--- config.mk ---
export PLATFORM = sky130hd
export DESIGN_NAME = pc_fetch_seq
export DESIGN_NICKNAME = d
export VERILOG_FILES = /design/src/rtl/pc_fetch_seq.sv
export SDC_FILE = /design/constraint.sdc
export NUM_CORES = 1
export LEC_CHECK = 0
export ABC_AREA = 1
export CAP_MARGIN = 20
export CORE_UTILIZATION = 37
export DETAILED_ROUTE_END_ITERATION = 10
export HOLD_SLACK_MARGIN = 0.15
export PLACE_DENSITY = 0.77
export SLEW_MARGIN = 0
export SYNTH_ARGS = -nofsm -noshare
export SYNTH_HDL_FRONTEND = slang
export SYNTH_SLANG_ARGS = --single-unit
--- constraint.sdc ---
create_clock -name clk -period 1.4 [get_ports clk]
set_input_delay 0.28 -clock clk [delete_from_list [all_inputs] [get_ports clk]]
set_output_delay 0.28 -clock clk [all_outputs]
set_load 0.01 [all_outputs]
--- src/rtl/pc_fetch_seq.sv ---
// pc_fetch_seq -- fetch sequencer for an 8-bit programmable counter.
//
// Drives the counter's en/load/load_val/oe controls, arbitrates the
// counter's tri-state output onto a shared bus through bus_req/bus_gnt,
// runs bursts of fetches, applies queued jumps in place of increments and
// reports each fetched address.
//
// Ports:
//   clk, rst_n         clock (rising edge), asynchronous active-low reset
//   start              begin a burst (sampled in IDLE only)
//   halt               stop after the current fetch completes
//   jump_req/jump_addr queue a jump to jump_addr
//   bus_gnt            bus grant from the system arbiter
//   pc_q               counter value
//   pc_en, pc_load,
//   pc_load_val, pc_oe counter controls
//   bus_req            bus request
//   fetch_valid        fetch_addr valid this cycle
//   fetch_addr         fetched address (pc_q)
//   busy               any state other than IDLE
//   err                sticky grant-timeout flag
//
// Optional feature: define PC_FETCH_TIMEOUT_EN to abort a request after
// GNT_TIMEOUT consecutive ungranted REQ cycles (sets err). Without it REQ
// waits indefinitely and err is tied to 0.

module pc_fetch_seq #(
   parameter int unsigned WIDTH       = 8,
   parameter int unsigned BURST_LEN   = 0,
   parameter int unsigned GNT_TIMEOUT = 15
) (
   input  logic             clk,
   input  logic             rst_n,
   input  logic             start,
   input  logic             halt,
   input  logic             jump_req,
   input  logic [WIDTH-1:0] jump_addr,
   input  logic             bus_gnt,
   input  logic [WIDTH-1:0] pc_q,
   output logic             pc_en,
   output logic             pc_load,
   output logic [WIDTH-1:0] pc_load_val,
   output logic             pc_oe,
   output logic             bus_req,
   output logic             fetch_valid,
   output logic [WIDTH-1:0] fetch_addr,
   output logic             busy,
   output logic             err
);

   typedef enum logic [2:0] {
      ST_IDLE,
      ST_LOAD,
      ST_REQ,
      ST_DRIVE,
      ST_STEP
   } state_t;

   localparam logic [7:0] BURST_CMP = 8'(BURST_LEN);

   // Elaboration-time parameter sanity check.
   if (WIDTH == 0 || BURST_LEN > 255 || GNT_TIMEOUT == 0) begin : g_param_check
      $error("pc_fetch_seq: illegal parameter value");
   end

   state_t           r_state;
   state_t           w_state_nxt;
   logic             r_jmp_pend;
   logic [WIDTH-1:0] r_jmp_addr;
   logic             r_run;
   logic             r_halt_pend;
   logic [7:0]       r_fcnt;
   logic [7:0]       w_fcnt_inc;
   logic             w_burst_done;
   logic             w_start_acc;
   logic             w_idle_load;
   logic             w_enter_idle;
   logic             w_tmo_hit;

   assign w_fcnt_inc   = r_fcnt + 8'd1;
   assign w_burst_done = (BURST_LEN != 0) && (w_fcnt_inc == BURST_CMP);
   assign w_start_acc  = (r_state == ST_IDLE) && start;
   // A jump arriving together with start is taken before the first fetch;
   // its address is captured at the same edge, so LOAD sees it.
   assign w_idle_load  = (r_state == ST_IDLE) && (r_jmp_pend || (jump_req && start));
   assign w_enter_idle = (w_state_nxt == ST_IDLE) && (r_state != ST_IDLE);
   assign fetch_addr   = pc_q;

`ifdef PC_FETCH_TIMEOUT_EN
   localparam int unsigned TMO_W = $clog2(GNT_TIMEOUT + 1);

   logic [TMO_W-1:0] r_tmo;
   logic             r_err;

   assign w_tmo_hit = (r_state == ST_REQ) && !bus_gnt &&
                      (r_tmo == TMO_W'(GNT_TIMEOUT - 1));
   assign err       = r_err;

   // Held at zero outside REQ, so every entry to REQ restarts the count.
   always_ff @(posedge clk or negedge rst_n) begin
      if (!rst_n) begin
         r_tmo <= '0;
         r_err <= 1'b0;
      end else begin
         if (r_state != ST_REQ)
            r_tmo <= '0;
         else if (!bus_gnt)
            r_tmo <= r_tmo + TMO_W'(1);
         if (w_start_acc)
            r_err <= 1'b0;
         else if (w_tmo_hit)
            r_err <= 1'b1;
      end
   end
`else
   assign w_tmo_hit = 1'b0;
   assign err       = 1'b0;
`endif

   always_ff @(posedge clk or negedge rst_n) begin
      if (!rst_n)
         r_state <= ST_IDLE;
      else
         r_state <= w_state_nxt;
   end

   always_comb begin
      w_state_nxt = r_state;
      pc_en       = 1'b0;
      pc_load     = 1'b0;
      pc_load_val = '0;
      pc_oe       = 1'b0;
      bus_req     = 1'b0;
      fetch_valid = 1'b0;
      busy        = (r_state != ST_IDLE);
      case (r_state)
         ST_IDLE: begin
            if (w_idle_load)
               w_state_nxt = ST_LOAD;
            else if (start)
               w_state_nxt = ST_REQ;
         end
         ST_LOAD: begin
            pc_load     = 1'b1;
            pc_load_val = r_jmp_addr;
            w_state_nxt = r_run ? ST_REQ : ST_IDLE;
         end
         ST_REQ: begin
            bus_req = 1'b1;
            if (bus_gnt)
               w_state_nxt = ST_DRIVE;
            else if (w_tmo_hit)
               w_state_nxt = ST_IDLE;
         end
         ST_DRIVE: begin
            bus_req     = 1'b1;
            pc_oe       = bus_gnt;
            fetch_valid = bus_gnt;
            w_state_nxt = bus_gnt ? ST_STEP : ST_REQ;
         end
         ST_STEP: begin
            if (r_jmp_pend) begin
               pc_load     = 1'b1;
               pc_load_val = r_jmp_addr;
            end else begin
               pc_en = 1'b1;
            end
            w_state_nxt = (r_halt_pend || w_burst_done) ? ST_IDLE : ST_REQ;
         end
         default: w_state_nxt = ST_IDLE;
      endcase
   end

   always_ff @(posedge clk or negedge rst_n) begin
      if (!rst_n) begin
         r_jmp_pend  <= 1'b0;
         r_jmp_addr  <= '0;
         r_run       <= 1'b0;
         r_halt_pend <= 1'b0;
         r_fcnt      <= '0;
      end else begin
         // A new request beats a same-cycle consume.
         if (jump_req) begin
            r_jmp_pend <= 1'b1;
            r_jmp_addr <= jump_addr;
         end else if (pc_load) begin
            r_jmp_pend <= 1'b0;
         end
         // Any accepted start (including one that first takes a jump)
         // begins a fresh burst count.
         if (w_start_acc) begin
            r_run  <= 1'b1;
            r_fcnt <= '0;
         end
         if (r_state == ST_STEP)
            r_fcnt <= w_fcnt_inc;
         if (halt && busy)
            r_halt_pend <= 1'b1;
         if (w_enter_idle) begin
            r_run       <= 1'b0;
            r_halt_pend <= 1'b0;
         end
      end
   end

endmodule

# After elaboration in Yosys (flattened, before gate mapping)
# Cells that the tools add are included.
dict set report word_totals {
  register_bits 14
  latch_bits 0
  ramBits 0
  romBits 0
  inputBits 22
  word_cells 43
  memories 0
}
dict set report classes {
  addsub 0
  n_mul 0
  div 0
  n_lt_le_gt_ge 0
  n_eq_ne 4
  shifts 0
  n_mux 21
  bitwise_logic 0
  reduce_logical 13
}
# cell count
set ops {}
lappend ops {{$pmux 8 s2} 1}
lappend ops {{$pmux 3 s5} 1}
lappend ops {{$mux 3} 4}
lappend ops {{$mux 1} 11}
lappend ops {{$mux 8} 1}
lappend ops {{$eq 3x2->1 const B} 2}
lappend ops {{$logic_not 3->1} 2}
lappend ops {{$reduce_bool 2->1} 3}
lappend ops {{$logic_and 1x1->1} 5}
lappend ops {{$mux 2} 2}
lappend ops {{$eq 3x1->1 const B} 1}
lappend ops {{$eq 3x3->1 const B} 1}
lappend ops {{$reduce_bool 3->1} 1}
lappend ops {{$pmux 1 s2} 1}
lappend ops {{$reduce_or 2->1} 1}
lappend ops {{$logic_or 1x1->1} 1}

# Depth between registers and ports, before layout
dict set report depth {
  depth_word 8
  depth_mapped 7
}

# Least setup slack after synthesis
# Ideal clock, no wire load.
dict set report synth_path {
  path_kind {reg-to-output}
  startpoint {register r_state[1]}
  endpoint {output pc_load_val[0]}
  arrival_time_ps 1131
  required_ps 1120
  path_slack_ps -11
  stages_incl_launch_ff 6
  path_buffers 0
  path_cell_list {dfrtp_1 -> nor2_2 -> nand2_1 -> o21ai_2 -> inv_2 -> nor2_1}
}
dict set report synth_between {
  elab_chain_cells 2
  word_cells_on_any_way 3
  cone_classes {eq/ne: 2; mux: 1}
}
# item line
set synth_rtl {}
lappend synth_rtl {{start, declared} 66} ;# state_t r_state;
lappend synth_rtl {{start signal, assigned} 124} ;# r_state <= w_state_nxt;
lappend synth_rtl {{$eq 3x3->1 / $eq 3x1->1 (equally long branches)} 136} ;# case (r_state)
lappend synth_rtl {{$pmux 8 s2 (*)} 136}
lappend synth_rtl {{end, declared} 42} ;# output logic [WIDTH-1:0] pc_load_val,
# Every way passes the cells marked *; elsewhere a longest branch is shown, timed or not.

# Worst setup path in the final report
dict set report layout_path {
  startpoint {register r_state[1]}
  endpoint {output pc_load_val[4]}
}
# The elaborated chain is that of the path after synthesis.

==> impl_metrics.env <==
export IMPL_cts_hold_buf=0
export IMPL_worstSkewPairLatency_ns=0.27
export IMPL_dpl_worst_slack_ns=-0.411
export IMPL_path_clk_slew_ns=0.08
export IMPL_min_period_ns=1.68
export IMPL_path_max_fanout=8
export IMPL_dp_hpwl_mm=1.36
export IMPL_dieHeight_microns=47.6
export IMPL_io_buffers=27
export IMPL_syn_nets=121
export IMPL_ios=45
export IMPL_synth_cells=99
export IMPL_place_area_sq_um=1110
export IMPL_final_common_cell="buf_4"
export IMPL_grt_pass1_wl_mm=2.84
export IMPL_ff2ff_path_depth=10
export IMPL_die_x_microns=47.6
export IMPL_dr_total_vias=709
export IMPL_gr_usage_all_layers=0.186
export IMPL_status="finished with violations"
export IMPL_leakagePower_uw=0.000607
export IMPL_numCtsBuffers=3
export IMPL_end_kind="output port"
export IMPL_antenna_found_initial=0
export IMPL_clockRootBuffer="clkbuf_4"
export IMPL_grt_max_degree=18
export IMPL_drt_pass1_iter_count=4
export IMPL_path_cells="nor2_2, nand2_2, o21ai_2, inv_2, nor2_1, buf_2"
export IMPL_netlist_top_cell_by_area="dfrtp_1"
export IMPL_hold_slack_ns=0.317
export IMPL_powerDensity_nw_per_um2=1700
export IMPL_final_instance_count_excl_fill=162
export IMPL_arrival_ns=1.40
export IMPL_finalPower_uw=1930
export IMPL_endpoint="pc_load_val[4]"
export IMPL_cp_start_kind="register"
export IMPL_ys_types=20
export IMPL_critPathKind="reg2out"
export IMPL_r2r_slack_ns=0.05
export IMPL_htreeDepth=1
export IMPL_cp_required_ns=1.12
export IMPL_coreArea_sq_um=1960
export IMPL_drive_above_1_share=0.407
export IMPL_area_growth_pct=47.2
export IMPL_clk_path_buf_depth=2
export IMPL_start_util=0.392
export IMPL_finalSetupViolCount=12
export IMPL_synthesis_area_sq_um=769
export IMPL_drc_errors=0
export IMPL_min_path_type="in2async"
export IMPL_via_per_inst=4.38
export IMPL_rsz0062_at_grt="true"
export IMPL_synth_warnings=0
export IMPL_timing_rr_start="r_state[1]"
export IMPL_antenna_cells=0
export IMPL_fin_crit_sh=1.20
export IMPL_cts_tree="yes"
export IMPL_ys_seq_area_frac=0.455
export IMPL_hold_violations=0
export IMPL_num_rows=16
export IMPL_synth_avg_cell_area_sq_um=7.77
export IMPL_place_congestion=0.845
export IMPL_wirelength_mm=1.78
export IMPL_drv_cap=0
export IMPL_drt_initial_drc_count=3
export IMPL_slew_viol_final=0
export IMPL_setup_slack_ns=-0.277
export IMPL_max_freq_mhz=596
export IMPL_dieArea_sq_um=2270
export IMPL_violations="negative setup slack"
export IMPL_grt_pass1_vias=713
export IMPL_crit_slowest_cell="dfrtp_1"
export IMPL_clkSinkCount=14
export IMPL_slowest_delay_ns=0.39
export IMPL_fin_nets=159
export IMPL_final_area_sq_um=1130
export IMPL_synth_area_leaders="dfrtp_1, buf_4, inv_1"
export IMPL_mostFrequentLayoutCells="buf_4, inv_1, dfrtp_1, clkdlybuf4s50_1, nand2_1"
export IMPL_place_inst=157
export IMPL_peakVddDrop_mv=1.01
export IMPL_grt_overflow_total=0
export IMPL_ys_seq_elements=14
export IMPL_synth_top_cell_area_share=0.455
export IMPL_ant_nets=0
export IMPL_routedWlPerCell_microns=11.0
export IMPL_reg2reg_to="r_run"
export IMPL_worstSetupStartpoint="r_state[1]"
export IMPL_skew_ns=0.00204
-- critical path, delay by kind of cell, from the launching register on --
family | cells | cell delay (ns)
AO/OA/AOI/OAI | 1 | 0.16
buffers and inverters | 2 | 0.24
flip-flops | 1 | 0.39
AND/OR/NAND/NOR | 3 | 0.32
-- how the worst min path moves through the flow --
| stage | to | slack, ns | cells past startpoint |
|---|---|---|---|
| after CTS | r_state[2] | 0.32 | 2 |
| after global placement | r_halt_pend | 0.50 | 2 |
| after global routing | r_state[0] | 0.32 | 2 |
| after detailed placement | r_halt_pend | 0.51 | 2 |
| final | r_state[2] | 0.32 | 2 |
| after floorplan | r_halt_pend | -0.02 | 0 |
-- power breakdown --
group          leakage (uW)  internal [uW]  switching [uW]  total, uW
registers          0.000171            498            45.9        544
clock network     0.0000138           99.6             122        221
logic              0.000423            573             589       1160
total              0.000607           1170             756       1930
-- repair_timing --
item,4_1_cts,5_1_grt
gates resized for setup,65,6
hold endpoints to repair,0,0
pin swaps,0,4
endpoints found under the setup margin,14,16
gates cloned,0,0
buffers inserted,2,2
-- registers in the layout (all words and copies together) (netlist names) --
register,flops
r_state,3
r_halt_pend,1
r_jmp_addr,8
r_run,1
r_jmp_pend,1
-- cell type report --
| type | count | area (sq um) |
|---|---|---|
| multi-input cells | 52 | 287 |
| flip-flops and latches | 14 | 350 |
| inverters | 21 | 78.8 |
| clock buffers | 3 | 22.5 |
| well taps | 27 | 33.8 |
| fillers | 200 | 830 |
| repair buffers | 45 | 360 |
-- per-stage QoR --
stage	utilization	setup TNS [ns]
floorplan	-	-0.0841
global placement	0.566	-3.76
detailed placement	0.566	-4.18
CTS	0.570	-2.51
global route	0.577	-3.62
finish	0.577	-2.61
-- Yosys cell counts --
cell type and instances:
nand2_2 1, nand3_1 3, o21ai_2 1, buf_4 10, inv_2 4, nor2_2 3
inv_1 17, conb_1 1, nand3_2 3, nor3_1 1, o21ai_0 8, nor2_1 13
o211ai_1 1, o21bai_1 1, buf_2 1, a21oi_1 2, dfrtp_1 14, o22ai_1 1
clkbuf_1 1, nand2_1 13
-- layer usage --
layer  global-route usage  vias to the layer above  part of all wire
met5                    0                        -                 0
met4               0.0833                        0                 0
met3               0.0566                        0             0.049
met2                0.337                       26              0.52
met1                0.198                      323              0.43
li1                     -                      360                 -
-- logic make-up (layout without fill, tap and decap cells) --
| group | Yosys count | after routing | synth area share |
|---|---|---|---|
| compound gates | 14 | 14 | 0.104 |
| buf+inv | 33 | 69 | 0.211 |
| flops | 14 | 14 | 0.455 |
| other cells | 1 | 1 | 0.00487 |
| simple gates | 37 | 37 | 0.224 |
No activity file was read; power rests on OpenSTA's default activity.
